$ cat config.mk
export PLATFORM = sky130hd
export DESIGN_NAME = sdram_port_arbiter
export DESIGN_NICKNAME = d
export VERILOG_FILES = /design/src/rtl/sdram_arb_pkg.sv /design/src/rtl/sdram_arb_tag_fifo.sv /design/src/rtl/sdram_port_arbiter.sv
export SDC_FILE = /design/constraint.sdc
export NUM_CORES = 1
export LEC_CHECK = 0
export CORE_AREA = 2 2 101 103
export CTS_BUF_LIST = sky130_fd_sc_hd__clkbuf_16
export DETAILED_ROUTE_END_ITERATION = 10
export DIE_AREA = 0 0 103 105
export PLACE_DENSITY = 0.85
export SLEW_MARGIN = 20
export SYNTH_ARGS = -nofsm -noshare
export SYNTH_HDL_FRONTEND = slang
export SYNTH_SLANG_ARGS = --single-unit
$ cat constraint.sdc
create_clock -name clk_clk -period 3.1 [get_ports clk_clk]
set_input_delay 0.31 -clock clk_clk [delete_from_list [all_inputs] [get_ports clk_clk]]
set_output_delay 0.31 -clock clk_clk [all_outputs]
set_load 0.05 [all_outputs]
$ cat src/rtl/sdram_arb_pkg.sv
// sdram_arb_pkg: FSM state type and round-robin winner selection shared by the SDRAM port arbiter.
package sdram_arb_pkg;
  typedef enum logic {IDLE, GRANT} state_t;
  localparam int MAX_MASTERS = 8;
  // Scan descending so the smallest offset from last_id+1 is written last and wins.
  function automatic logic [2:0] next_rr(input logic [7:0] req, input logic [2:0] last_id, input int n);
    logic [2:0] w;
    int idx;
    w = last_id;
    for (int k = MAX_MASTERS; k >= 1; k--)
      if (k <= n) begin
        idx = (int'(last_id) + k) % n;
        if (req[idx[2:0]]) w = idx[2:0];
      end
    return w;
  endfunction
endpackage

$ cat src/rtl/sdram_arb_tag_fifo.sv
// sdram_arb_tag_fifo: master-id FIFO tracking outstanding reads; ports clk/rst, push/din, pop, full/empty/head.
module sdram_arb_tag_fifo #(
  parameter int W = 1,
  parameter int D = 8
) (
  input  logic         clk,
  input  logic         rst,
  input  logic         push,
  input  logic         pop,
  input  logic [W-1:0] din,
  output logic         full,
  output logic         empty,
  output logic [W-1:0] head
);
  localparam int AW = $clog2(D);
  logic [W-1:0] mem [D];
  logic [AW-1:0] wp, rp;
  logic [AW:0] cnt;
  always_ff @(posedge clk or posedge rst)
    if (rst) begin
      wp <= '0;
      rp <= '0;
      cnt <= '0;
    end else begin
      if (push) wp <= wp + 1'b1;
      if (pop) rp <= rp + 1'b1;
      cnt <= cnt + {{AW{1'b0}}, push} - {{AW{1'b0}}, pop};
    end
  always_ff @(posedge clk)
    if (push) mem[wp] <= din;
  // Depth is a power of two, so the count MSB alone marks full.
  assign full = cnt[AW];
  assign empty = cnt == '0;
  assign head = mem[rp];
endmodule

$ cat src/rtl/sdram_port_arbiter.sv
// sdram_port_arbiter: round-robin share of one SDRAM Avalon slave among NUM_MASTERS masters; m_* per-master ports, s_* controller port, read tags route returns.
module sdram_port_arbiter
  import sdram_arb_pkg::*;
#(
  parameter int NUM_MASTERS = 2,
  parameter int ADDR_W      = 25,
  parameter int DATA_W      = 32,
  parameter int MAX_PENDING = 8
) (
  input  logic                            clk_clk,
  input  logic                            reset_reset,
  input  logic [NUM_MASTERS*ADDR_W-1:0]   m_address,
  input  logic [NUM_MASTERS-1:0]          m_read,
  input  logic [NUM_MASTERS-1:0]          m_write,
  input  logic [NUM_MASTERS*DATA_W-1:0]   m_writedata,
  input  logic [NUM_MASTERS*DATA_W/8-1:0] m_byteenable,
  output logic [NUM_MASTERS-1:0]          m_waitrequest,
  output logic [DATA_W-1:0]               m_readdata,
  output logic [NUM_MASTERS-1:0]          m_readdatavalid,
  output logic [ADDR_W-1:0]               s_address,
  output logic                            s_read,
  output logic                            s_write,
  output logic [DATA_W-1:0]               s_writedata,
  output logic [DATA_W/8-1:0]             s_byteenable,
  input  logic                            s_waitrequest,
  input  logic [DATA_W-1:0]               s_readdata,
  input  logic                            s_readdatavalid,
  output logic                            err_unexpected_rdv
);
  localparam int IW = NUM_MASTERS > 1 ? $clog2(NUM_MASTERS) : 1;
  localparam int BW = DATA_W / 8;
  state_t state, state_nx;
  logic [IW-1:0] gnt_id, last_id, gnt_nx, head;
  logic [NUM_MASTERS-1:0] req, gnt_oh, head_oh;
  logic rd, wr, full, empty, accept, pop, in_gnt;
  assign req = m_read | m_write;
  assign in_gnt = state == GRANT;
  assign rd = m_read[gnt_id];
  assign wr = m_write[gnt_id];
  // A full tag FIFO blocks the read; full is registered so a same-cycle pop cannot unblock it.
  assign s_read = in_gnt && rd && !full;
  assign s_write = in_gnt && wr && !rd;
  assign accept = (s_read || s_write) && !s_waitrequest;
  assign s_address = in_gnt ? m_address[gnt_id*ADDR_W +: ADDR_W] : '0;
  assign s_writedata = in_gnt ? m_writedata[gnt_id*DATA_W +: DATA_W] : '0;
  assign s_byteenable = in_gnt ? m_byteenable[gnt_id*BW +: BW] : '0;
  assign gnt_oh = {{(NUM_MASTERS-1){1'b0}}, 1'b1} << gnt_id;
  assign head_oh = {{(NUM_MASTERS-1){1'b0}}, 1'b1} << head;
  assign m_waitrequest = accept ? ~gnt_oh : '1;
  assign pop = s_readdatavalid && !empty;
  assign m_readdatavalid = pop ? head_oh : '0;
  assign m_readdata = s_readdata;
  assign gnt_nx = IW'(next_rr(8'(req), 3'(last_id), NUM_MASTERS));
  // A master dropping its request mid-grant sends the FSM back to IDLE without issuing.
  always_comb
    state_nx = state == IDLE ? (|req ? GRANT : IDLE) : (accept || !(rd || wr)) ? IDLE : GRANT;
  always_ff @(posedge clk_clk or posedge reset_reset)
    if (reset_reset) begin
      state <= IDLE;
      gnt_id <= '0;
      last_id <= IW'(NUM_MASTERS - 1);
      err_unexpected_rdv <= 1'b0;
    end else begin
      state <= state_nx;
      if (state == IDLE && |req) gnt_id <= gnt_nx;
      if (accept) last_id <= gnt_id;
      if (s_readdatavalid && empty) err_unexpected_rdv <= 1'b1;
    end
  sdram_arb_tag_fifo #(.W(IW), .D(MAX_PENDING)) u_fifo (
    .clk(clk_clk),
    .rst(reset_reset),
    .push(accept && s_read),
    .pop(pop),
    .din(gnt_id),
    .full(full),
    .empty(empty),
    .head(head)
  );
endmodule
# ---- Word-level counts from Yosys, hierarchy flattened
# Memories as Yosys holds them, arrays and structs flattened.
# Index checks and enable logic that the tools add are counted.
dict set report totals {
  inputBits 162
  elab_cells 67
  mem_bits_rw 8
  regBits 14
  n_memories 1
}
# name depth width read_ports rd_ports_with_merged_regs wr line
set mem_list {}
lappend mem_list {u_fifo.mem 8 1 1 0 1 sdram_arb_tag_fifo.sv:16} ;# logic [W-1:0] mem [D];
dict set report op_classes {
  add_sub_neg 6
  mul 1
  bitwise_logic 5
  n_mux 20
  magnitude_cmp 3
  n_reduce_logical 19
  shifts 5
}
# cell n
set op_table {}
lappend op_table {{$shiftx 64x7->32} 1}
lappend op_table {{$shiftx 50x7->25} 1}
lappend op_table {{$mux 32} 1}
lappend op_table {{$mux 25} 1}
lappend op_table {{$mux 1} 13}
lappend op_table {{$logic_and 1x1->1} 9}
lappend op_table {{$lt 3x4->1 const B} 2}
lappend op_table {{$shiftx 8x4->4} 1}
lappend op_table {{$add 3x1->3 const B} 2}
lappend op_table {{$mul 1x5->6 const B} 1}
lappend op_table {{$logic_not 1->1} 5}
lappend op_table {{$add 4x1->4} 1}
lappend op_table {{$bmux 1 s2} 2}
lappend op_table {{$logic_not 4->1} 1}
lappend op_table {{$mux 2} 2}
lappend op_table {{$mux 4} 1}
lappend op_table {{$shl 1x1->2 const A} 2}
lappend op_table {{$sub 4x1->4} 1}
lappend op_table {{$logic_or 1x1->1} 3}
lappend op_table {{$add 1x1->1 const B} 2}
lappend op_table {{$and 1x1->1 const A} 2}
lappend op_table {{$lt 1x2->1 const B} 1}
lappend op_table {{$not 2->2} 1}
lappend op_table {{$or 2x2->2} 1}
lappend op_table {{other kinds (2)} 2}

# ---- Depth between registers and ports, before layout
# Gate-level depths: netlist of the first run.
dict set report logic_depth {
  ltp_word 9
  ltp_mapped 11
  depth_no_buf 11
}

# ---- Hierarchy
# A second synthesis of the first run with hierarchy kept.
dict set report hier_totals {
  cells_unflattened 267
  hier_area_um2 2468.6
}
# mod area_each_um2 instances seq_area_each_um2 cells_each
set modules_own_cells {}
lappend modules_own_cells {sdram_port_arbiter 1612.8 1 101.3 203}
lappend modules_own_cells {sdram_arb_tag_fifo 855.8 1 490.5 64}

# ---- Worst setup path after synthesis of the first run
# No wires, ideal clock.
dict set report synth_timing {
  path_kind {reg-to-output}
  from {reg gnt_id}
  to {out m_waitrequest[0]}
  slack_ns 0.341
  path_buffers 1
  required_time_ns 2.790
  arrival_time_ns 2.449
  stages_incl_launch_ff 5
  cell_sequence {dfrtp_1 -> buf_2 -> o31ai_1 -> o21ba_2 -> nand2b_1}
}
dict set report synth_via {
  elab_chain_len 7
}
# element line
set synth_lines {}
lappend synth_lines {{from (decl)} sdram_port_arbiter.sv:33} ;# logic [IW-1:0] gnt_id, last_id, gnt_nx, head;
lappend synth_lines {{from (signal assigned)} sdram_port_arbiter.sv:65} ;# if (state == IDLE && |req) gnt_id <= gnt_nx;
lappend synth_lines {{$mux 1 (on tied branches) (2 in a row)} {sdram_port_arbiter.sv:39, sdram_port_arbiter.sv:38}}
lappend synth_lines {{$logic_and 1x1->1 / $logic_not 1->1 (equally long branches)} sdram_port_arbiter.sv:42} ;# assign s_write = in_gnt && wr && !rd;
lappend synth_lines {{$logic_and 1x1->1 *} sdram_port_arbiter.sv:42}
lappend synth_lines {{via s_write} sdram_port_arbiter.sv:22} ;# output logic s_write,
lappend synth_lines {{$logic_or 1x1->1 *} sdram_port_arbiter.sv:43} ;# assign accept = (s_read || s_write) && !s_waitrequest;
lappend synth_lines {{$logic_and 1x1->1 *} sdram_port_arbiter.sv:43}
lappend synth_lines {{$mux 2 *} sdram_port_arbiter.sv:49} ;# assign m_waitrequest = accept ? ~gnt_oh : '1;
lappend synth_lines {{to (decl)} sdram_port_arbiter.sv:17} ;# output logic [NUM_MASTERS-1:0] m_waitrequest,
# Mark *: on every way through the listed nets, which the timed path passes. The rest lies on a longest branch. The select of a mux whose other input is x is not followed.

# ---- Worst setup path in the final report of the first run
dict set report layout_timing {
  from {reg u_fifo.rp[0]}
  to {out m_readdatavalid[0]}
}
dict set report layout_via {
  elab_chain_len 3
}
# element line
set layout_lines {}
lappend layout_lines {{from (decl)} sdram_arb_tag_fifo.sv:17} ;# logic [AW-1:0] wp, rp;
lappend layout_lines {{from (signal assigned)} sdram_arb_tag_fifo.sv:26} ;# if (pop) rp <= rp + 1'b1;
lappend layout_lines {{$mem_v2 8x1} --}
lappend layout_lines {{$shl 1x1->2} sdram_port_arbiter.sv:48} ;# assign head_oh = {{(NUM_MASTERS-1){1'b0}}, 1'b1} << head;
lappend layout_lines {{$mux 2} sdram_port_arbiter.sv:51} ;# assign m_readdatavalid = pop ? head_oh : '0;
lappend layout_lines {{to (decl)} sdram_port_arbiter.sv:19} ;# output logic [NUM_MASTERS-1:0] m_readdatavalid,
# No other way between the ends.

==> results of run 1 <==
==> Yosys cell counts <==
| library cell | n | share of area, % |
|---|---|---|
| sky130_fd_sc_hd__nor2b_1 | 62 | 16 |
| sky130_fd_sc_hd__mux2i_1 | 61 | 25 |
| sky130_fd_sc_hd__buf_4 | 32 | 9.9 |
| sky130_fd_sc_hd__dfrtp_1 | 13 | 13 |
| sky130_fd_sc_hd__nand2_1 | 10 | 1.5 |
| sky130_fd_sc_hd__clkbuf_1 | 8 | 1.2 |
| sky130_fd_sc_hd__edfxtp_1 | 8 | 9.9 |
| sky130_fd_sc_hd__buf_2 | 7 | 1.4 |
| sky130_fd_sc_hd__ha_1 | 7 | 3.6 |
| sky130_fd_sc_hd__inv_1 | 7 | 1.1 |
| sky130_fd_sc_hd__nor2_1 | 4 | 0.62 |
| sky130_fd_sc_hd__mux2_2 | 3 | 1.4 |
| sky130_fd_sc_hd__nor3b_1 | 3 | 0.92 |
| sky130_fd_sc_hd__xnor2_1 | 3 | 1.1 |
| sky130_fd_sc_hd__xor2_1 | 3 | 1.1 |
| sky130_fd_sc_hd__a21o_1 | 2 | 0.62 |
| sky130_fd_sc_hd__mux4_2 | 2 | 1.8 |
| sky130_fd_sc_hd__nand2b_1 | 2 | 0.51 |
| sky130_fd_sc_hd__nor3_1 | 2 | 0.41 |
| sky130_fd_sc_hd__nor4_1 | 2 | 0.51 |
| sky130_fd_sc_hd__nor4b_2 | 2 | 1.2 |
| sky130_fd_sc_hd__o31ai_1 | 2 | 0.62 |
| sky130_fd_sc_hd__a21oi_1 | 1 | 0.21 |
| sky130_fd_sc_hd__and2_1 | 1 | 0.26 |
| sky130_fd_sc_hd__buf_1 | 1 | 0.15 |
| sky130_fd_sc_hd__dfstp_2 | 1 | 1.1 |
| sky130_fd_sc_hd__fa_1 | 1 | 0.82 |
| sky130_fd_sc_hd__inv_2 | 1 | 0.15 |
| sky130_fd_sc_hd__mux2i_2 | 1 | 0.56 |
| sky130_fd_sc_hd__nand4b_1 | 1 | 0.36 |
| sky130_fd_sc_hd__nor3b_2 | 1 | 0.51 |
| sky130_fd_sc_hd__nor4b_4 | 1 | 0.97 |
| sky130_fd_sc_hd__o21ai_0 | 1 | 0.21 |
| sky130_fd_sc_hd__o21ba_2 | 1 | 0.41 |
| sky130_fd_sc_hd__o22ai_1 | 1 | 0.26 |
| sky130_fd_sc_hd__o311ai_0 | 1 | 0.36 |
==> worst max-delay path: cells and delay by family, from the launching register on <==
kind,cells,cell delay (ps)
buf+inv,1,800
flops,1,450
mux,2,820
simple gates,1,90
==> routing by layer <==
layer / part of all wire, % / track usage (%) / vias up / wire (um)
li1: - / - / 1156 / -
met1: 37 / 16.5 / 1057 / 3070
met2: 55 / 27.7 / 102 / 4540
met3: 6.5 / 2.81 / 16 / 533
met4: 1.3 / 2.54 / 0 / 107
met5: 0 / 0 / - / 0
==> cell families (layout without fill, tap and decap cells) <==
| group | Yosys count | in the layout | synth area share [%] |
|---|---|---|---|
| and+or+nand+nor | 91 | 91 | 23.8 |
| DFF | 22 | 22 | 24.3 |
| AOI/OAI and AO/OA | 9 | 9 | 2.67 |
| muxes | 67 | 67 | 28.8 |
| buffers and inverters | 56 | 212 | 13.9 |
| xor gates and xnor gates | 6 | 6 | 2.16 |
| adders and majority gates | 8 | 8 | 4.41 |
==> final cells by class <==
type	count	area (um2)	share of cell area, %
clock buffers	3	75.1	1.70
clock inverters	1	30.0	0.680
inverters	8	30.0	0.680
multi-input cells	181	1510	34.2
flip-flops and latches	22	597	13.5
well taps	133	166	3.77
repair buffers	200	2010	45.5
==> final timing paths <==
check / from / to / slack, ps
setup / recovery: u_fifo.rp[0]$_DFFE_PP0P_ / m_readdatavalid[0] / 380
hold / removal: reset_reset / u_fifo.cnt[1]$_DFF_PP0_ / 410
min in group clk_clk: err_unexpected_rdv$_DFFE_PP0P_ / err_unexpected_rdv$_DFFE_PP0P_ / 450
hold reg to reg: err_unexpected_rdv$_DFFE_PP0P_ / err_unexpected_rdv$_DFFE_PP0P_ / 450
setup reg to reg: u_fifo.cnt[3]$_DFF_PP0_ / u_fifo.cnt[2]$_DFF_PP0_ / 620
max in group asynchronous: reset_reset / gnt_id$_DFFE_PP0P_ / 2300
==> registers in the layout, indices dropped and copies added, names as in the netlist <==
signal              flops
u_fifo.mem              8
in_gnt                  1
last_id                 1
u_fifo.wp               3
gnt_id                  1
u_fifo.rp               3
err_unexpected_rdv      1
u_fifo.cnt              4
==> metrics by stage <==
step / setup slack, ps / power [uW] / std cells / hold slack [ps]
6_report: 377 / 4550 / 548 / 406
5_1_grt: 202 / 4770 / 548 / 481
4_1_cts: 358 / 4590 / 548 / 433
3_5_place_dp: 373 / 4220 / 544 / 444
3_3_place_gp: 473 / 4160 / 544 / 442
2_1_floorplan: 341 / 3160 / 259 / 199
==> power groups by stage <==
stage / combinational (uW) / sequential [uW] / clock, uW
global route: 3770 / 617 / 382
floorplan: 2620 / 536 / 0
finish: 3590 / 598 / 360
global placement: 3570 / 589 / 0
detailed placement: 3620 / 599 / 0
CTS: 3630 / 595 / 364
==> summary.txt, run 1 <==
JOB
------------------------------------------------------------------------------
Maxcap violations ...............................................            0

SYNTHESIS
------------------------------------------------------------------------------
Mapped Cells ....................................................          259
YS warnings .....................................................            0
Post-synth cell types ...........................................           36
Post-synthesis net count ........................................          429
Post-synthesis sequential element count .........................           22
Syn avg cell area ...............................................     9.42 um2
Cell area after synthesis .......................................  0.00244 mm2
Register area share after synthesis .............................        24.3%

PLACED DESIGN
------------------------------------------------------------------------------
IO Port Bufs ....................................................          197
DP HPWL .........................................................      7.09 mm
Gpl congestion ..................................................        0.841
Total placed instance area ......................................  0.00431 mm2

CRITICAL PATH
------------------------------------------------------------------------------
Required time worst endpoint ....................................      2790 ps
WS Path Type ....................................................      reg2out
Cell breakdown of the critical path ............................. mux4_2 > mux2_2 > nor2_1 > clkdlybuf4s50_1
Reg2reg path depth ..............................................           10
Largest fanout of any net on the critical path ..................            4
Kind of end point of the critical path ..........................  output port
Arrival time of data at the critical path endpoint ..............      2410 ps
CP max-delay cell ............................................... sky130_fd_sc_hd__clkdlybuf4s50_1
Worst stage delay on the critical path ..........................       800 ps
Startpoint type of the worst setup path .........................         flop

TIMING
------------------------------------------------------------------------------
Period Utilization, post-route ..................................        87.8%
Fin Setup TNS ...................................................         0 ps
Relative slew slack .............................................        57.8%
Endpoints failing setup .........................................            0
Largest clock skew in the final design ..........................      3.79 ps
Transition time at the pin with the least slew margin ...........       625 ps
Number of pins with negative max-slew slack in the final report .            0
Achievable Freq .................................................      367 MHz
Setup repair after global routing missed its margin .............           no
Hold Fails Final Rpt ............................................            0
Shortest clock period the worst path allows after layout ........      2720 ps

GRT
------------------------------------------------------------------------------
Via count of the first global-routing pass ......................         2413
Initial antenna violation count .................................            0
First-pass GRT wire length ......................................      12.6 mm
Tot GR Track Use ................................................        14.6%
Maximum number of pins on one net before global-route repair ....           51
Overall overflow remaining after global route ...................            0

ROUTING
------------------------------------------------------------------------------
Pre-Repair DR Iteration Count ...................................            5
DRC Markers .....................................................            0
Routed length per placed instance ...............................      15.0 um
DR iter-0 viols .................................................           33
Total via count after detailed routing ..........................         2331
Routed wire length ..............................................      8.24 mm
Routed via count divided by cell count ..........................         4.25
Residual antenna-violating net count after detailed routing .....            0

FLOORPLAN
------------------------------------------------------------------------------
Width of the chip ...............................................       103 um
Die area ........................................................   0.0108 mm2
Top-level port count ............................................          262
FP Rows .........................................................           36
Core outline area ...............................................  0.00964 mm2
Die Y-Extent ....................................................       105 um
Initial cell density of the core ................................        25.3%

PWR
------------------------------------------------------------------------------
Max VDD drop ....................................................     0.726 mV
Power share of the sequential group .............................        13.1%
Reported net switching power ....................................      2460 uW
Combinational group share of total power ........................        78.9%
Reported leakage power ..........................................   0.00177 uW
Switching Fraction ..............................................        54.0%
Clock share of power ............................................         7.9%
Internal power ..................................................      2100 uW
Power density normalized to cell area ...........................  1030 mW/mm2

CTS
------------------------------------------------------------------------------
Post-CTS repair timing setup buffer count .......................            0
Number of buffers inserted by hold repair at cts ................            0
Clock slew at reported path FFs .................................        60 ps
Clock latency reported for the late side of the worst-skew pair .       250 ps
Root Buffer Master .............................................. sky130_fd_sc_hd__clkbuf_16
Clock net sink count ............................................           22
Post_cts resized ................................................            0
Total clock buffers created by CTS ..............................            3
Max Root-Sink Buffers ...........................................            2
TritonCTS clock tree ............................................          yes
Depth of the CTS H-tree .........................................            1

FINISH
------------------------------------------------------------------------------
Non-Filler Cell Area, Final .....................................  0.00441 mm2
Most common library cell in the layout ignoring fill and taps ... sky130_fd_sc_hd__clkdlybuf4s50_1
Nets ............................................................          586
Area Overhead vs Synth ..........................................        81.0%
Highest-count cells in the layout ignoring fill and taps ........ sky130_fd_sc_hd__clkdlybuf4s50_1 (197), sky130_fd_sc_hd__nor2b_1 (62), sky130_fd_sc_hd__mux2i_1 (61)
Final antenna diode count .......................................            0
Layout Utilization ..............................................        45.8%
Filler cell count in the final layout ...........................          920
Layout cell share with drive strength beyond 1 ..................        5.30%

WORST HOLD PATH
------------------------------------------------------------------------------
Hold Path Class .................................................     in2async

STATUS
------------------------------------------------------------------------------
Run status ...................................................... finished, final reports clean

No activity file was read; power rests on OpenSTA's default activity.
==> run 2: changes to the inputs <==
SLEW_MARGIN = default   (was 20)
==> results of run 2 <==
No change in the layout: final DEF, timing and power equal those of run 1.
==> run 3: changes to the inputs <==
MAX_ROUTING_LAYER = met4   (was default)
SYNTH_HIERARCHICAL = 1   (was default)
==> run 3 against run 2 <==
Hold slack worse by 110 ps. Largest power group unchanged. Setup slack worse by 50 ps. Fmax down 1.8%. Clock skew down 2.0 ps. Power up 1.1%. Design area about the same. Critical endpoint unchanged. First-iteration DRC count up 120%. Via count up 4.5%. Utilization about the same. Clock power about the same.
==> summary.txt, run 3 <==
FLOORPLAN
--------------------------------------------------------------------------------
Die area ..........................................................   0.0108 mm2
Top-level port count ..............................................          262
Core outline area .................................................  0.00964 mm2
FP Rows ...........................................................           36
Die Y-Extent ......................................................       105 um
Initial cell density of the core ..................................        25.6%
Width of the chip .................................................       103 um

TIMING
--------------------------------------------------------------------------------
Fin Setup TNS .....................................................         0 ps
Shortest clock period the worst path allows after layout ..........      2770 ps
Final Hold Slack ..................................................       291 ps
Relative slew slack ...............................................        64.9%
Largest clock skew in the final design ............................      1.76 ps
Period Utilization, post-route ....................................        89.4%
Transition time at the pin with the least slew margin .............       525 ps
Achievable Freq ...................................................      361 MHz
Number of pins with negative max-slew slack in the final report ...            0
Setup repair after global routing missed its margin ...............           no
Endpoints failing setup ...........................................            0
Hold Fails Final Rpt ..............................................            0

STATUS
--------------------------------------------------------------------------------
Run status ........................................................ finished, final reports clean

PWR
--------------------------------------------------------------------------------
Power Total .......................................................      4600 uW
Switching Fraction ................................................        54.0%
Reported net switching power ......................................      2480 uW
Combinational group share of total power ..........................        79.6%
Clock share of power ..............................................         7.8%
Power density normalized to cell area .............................  1040 mW/mm2
Internal power ....................................................      2120 uW
Power share of the sequential group ...............................        12.7%
Max VDD drop ......................................................     0.577 mV
Reported leakage power ............................................   0.00189 uW

SYNTHESIS
--------------------------------------------------------------------------------
Cell area after synthesis .........................................  0.00247 mm2
Register area share after synthesis ...............................        24.0%
Post-synthesis sequential element count ...........................           22
Mapped Cells ......................................................          267
Number of enable-type register cells in the synthesized netlist ...            8
Dominant register cell in the synthesized netlist ................. sky130_fd_sc_hd__dfrtp_1
Biggest area consumer among synthesized cells ..................... sky130_fd_sc_hd__mux2i_1
Most common cell in the synthesized netlist ....................... sky130_fd_sc_hd__nor2b_1
Fraction of post-synthesis cell area in the top cell type by area .        25.1%
Cells taking the most area after synthesis ........................ sky130_fd_sc_hd__mux2i_1 (25%), sky130_fd_sc_hd__nor2b_1 (17%), sky130_fd_sc_hd__dfrtp_1 (13%), sky130_fd_sc_hd__buf_4 (10%), sky130_fd_sc_hd__edfxtp_1 (9.7%)
Post-synth cell types .............................................           32
YS warnings .......................................................            6
Syn avg cell area .................................................     9.25 um2
Async set-or-reset flop fraction in the synthesized netlist .......        63.6%
Most used standard cells in the synthesized netlist ............... sky130_fd_sc_hd__nor2b_1 (66), sky130_fd_sc_hd__mux2i_1 (62), sky130_fd_sc_hd__buf_4 (34), sky130_fd_sc_hd__dfrtp_1 (13), sky130_fd_sc_hd__inv_1 (12)
Post-synthesis net count ..........................................          437

ROUTING
--------------------------------------------------------------------------------
Routed wire length ................................................      8.11 mm
Total via count after detailed routing ............................         2435
DR iter-0 viols ...................................................           71
Routed via count divided by cell count ............................         4.35
Pre-Repair DR Iteration Count .....................................            6
Residual antenna-violating net count after detailed routing .......            0
DRC Markers .......................................................            0
Routed length per placed instance .................................      14.5 um

CRITICAL PATH
--------------------------------------------------------------------------------
Worst stage delay on the critical path ............................       810 ps
Capture point of the worst reg-to-reg path ........................ u_fifo/cnt[2]$_DFF_PP0_
WS Path Type ......................................................      reg2out
Reg2reg path depth ................................................           10
Number of buffers and inverters on the critical path ..............            1
Largest delay contributor family on the critical path ............. multiplexers
Cell breakdown of the critical path ............................... mux4_1 > mux2_2 > nor2b_1 > clkdlybuf4s50_1
Kind of end point of the critical path ............................  output port
CP max-delay cell ................................................. sky130_fd_sc_hd__clkdlybuf4s50_1
Arrival time of data at the critical path endpoint ................      2460 ps
Startpoint type of the worst setup path ...........................         flop
Largest fanout of any net on the critical path ....................            4
Required time worst endpoint ......................................      2790 ps
Reg-to-reg startpoint ............................................. u_fifo/cnt[3]$_DFF_PP0_
FF-to-FF setup slack ..............................................       700 ps

GRT
--------------------------------------------------------------------------------
Via count of the first global-routing pass ........................         2485
Overall overflow remaining after global route .....................            0
Met1 Track Usage GR ...............................................        17.2%
First-pass GRT wire length ........................................      12.2 mm
Maximum number of pins on one net before global-route repair ......           47
Busiest grt layer .................................................         met2
Initial antenna violation count ...................................            0
Tot GR Track Use ..................................................        14.6%
Global-route met3 utilization .....................................        2.34%
Global routing usage on met2 ......................................        25.2%

CTS
--------------------------------------------------------------------------------
TritonCTS clock tree ..............................................          yes
Max Root-Sink Buffers .............................................            2
Clock slew at reported path FFs ...................................        60 ps
Total clock buffers created by CTS ................................            3
Clock latency reported for the late side of the worst-skew pair ...       260 ps
Number of buffers inserted by hold repair at cts ..................            0
Depth of the CTS H-tree ...........................................            1
Clock net sink count ..............................................           22
Post-CTS repair timing setup buffer count .........................            0
Root Buffer Master ................................................ sky130_fd_sc_hd__clkbuf_16
Post_cts resized ..................................................            0

WORST HOLD PATH
--------------------------------------------------------------------------------
Hold Path Class ...................................................     in2async

FINISH
--------------------------------------------------------------------------------
Max reg flops .....................................................            8
Register name with the most flops .................................   u_fifo/mem
Nets ..............................................................          598
Highest-count cells in the layout ignoring fill and taps .......... sky130_fd_sc_hd__clkdlybuf4s50_1 (180), sky130_fd_sc_hd__nor2b_1 (66), sky130_fd_sc_hd__mux2i_1 (62)
Final antenna diode count .........................................            0
Largest registers ................................................. u_fifo/mem x8, u_fifo/cnt x4
Layout cell share with drive strength beyond 1 ....................        7.73%
Most common library cell in the layout ignoring fill and taps ..... sky130_fd_sc_hd__clkdlybuf4s50_1
Area Overhead vs Synth ............................................        78.7%

PLACED DESIGN
--------------------------------------------------------------------------------
DP HPWL ...........................................................      6.92 mm
IO Port Bufs ......................................................          197
Gpl congestion ....................................................        0.874

JOB
--------------------------------------------------------------------------------
Maxcap violations .................................................            0

## run 3: kinds of logic after synthesis
kind of cell | after synthesis | share of synthesized area, %
AO/OA/AOI/OAI | 9 | 2.79
XOR/XNOR | 6 | 2.13
adder cells (fa/ha/maj) | 8 | 4.36
buffers and inverters | 59 | 14.7
flip-flops | 22 | 24.0
multiplexers | 67 | 28.6
AND/OR/NAND/NOR | 96 | 23.4
## run 3: layout make-up
cell class	instances	area [um2]
Fill cell	929	5230
Timing Repair Buffer	203	1990
Multi-Input combinational cell	186	1510
Sequential cell	22	596
Tap cell	133	166
Clock buffer	3	75.1
Inverter	12	45.0
Clock inverter	1	30.0
## run 3: worst max-delay path by stage
stage               slack, ps                 end                      from  cells after the start
global route              220  m_readdatavalid[0]  u_fifo/rp[0]$_DFFE_PP0P_                      4
finish                    330  m_readdatavalid[0]  u_fifo/rp[0]$_DFFE_PP0P_                      4
detailed placement        580  m_readdatavalid[0]  u_fifo/rp[0]$_DFFE_PP0P_                      4
floorplan                 760              s_read        gnt_id$_DFFE_PP0P_                      4
global placement          660  m_readdatavalid[0]  u_fifo/rp[0]$_DFFE_PP0P_                      4
CTS                       300  m_readdatavalid[0]  u_fifo/rp[0]$_DFFE_PP0P_                      4
## run 3: layer usage
metal,up-vias,part of all wire (%)
met5,-,0
met4,0,2.1
met3,19,6.7
met2,125,52
met1,1103,39
li1,1188,-
## run 3: metrics by stage
| step | cells | area, um2 | util [%] | worst slack [ps] |
|---|---|---|---|---|
| after floorplan | 267 | 2470 | - | 756 |
| after global placement | 556 | 4310 | 44.7 | 657 |
| after detailed placement | 556 | 4310 | 44.7 | 580 |
| after CTS | 560 | 4410 | 45.8 | 299 |
| after global routing | 560 | 4410 | 45.8 | 221 |
| final | 560 | 4410 | 45.8 | 327 |
## run 3: power by group through the flow
stage          registers [uW]  clock network, uW  logic, uW
2_1_floorplan             531                  0       2700
3_3_place_gp              579                  0       3640
3_5_place_dp              591                  0       3680
4_1_cts                   585                365       3700
5_1_grt                   603                378       3860
6_report                  583                357       3660
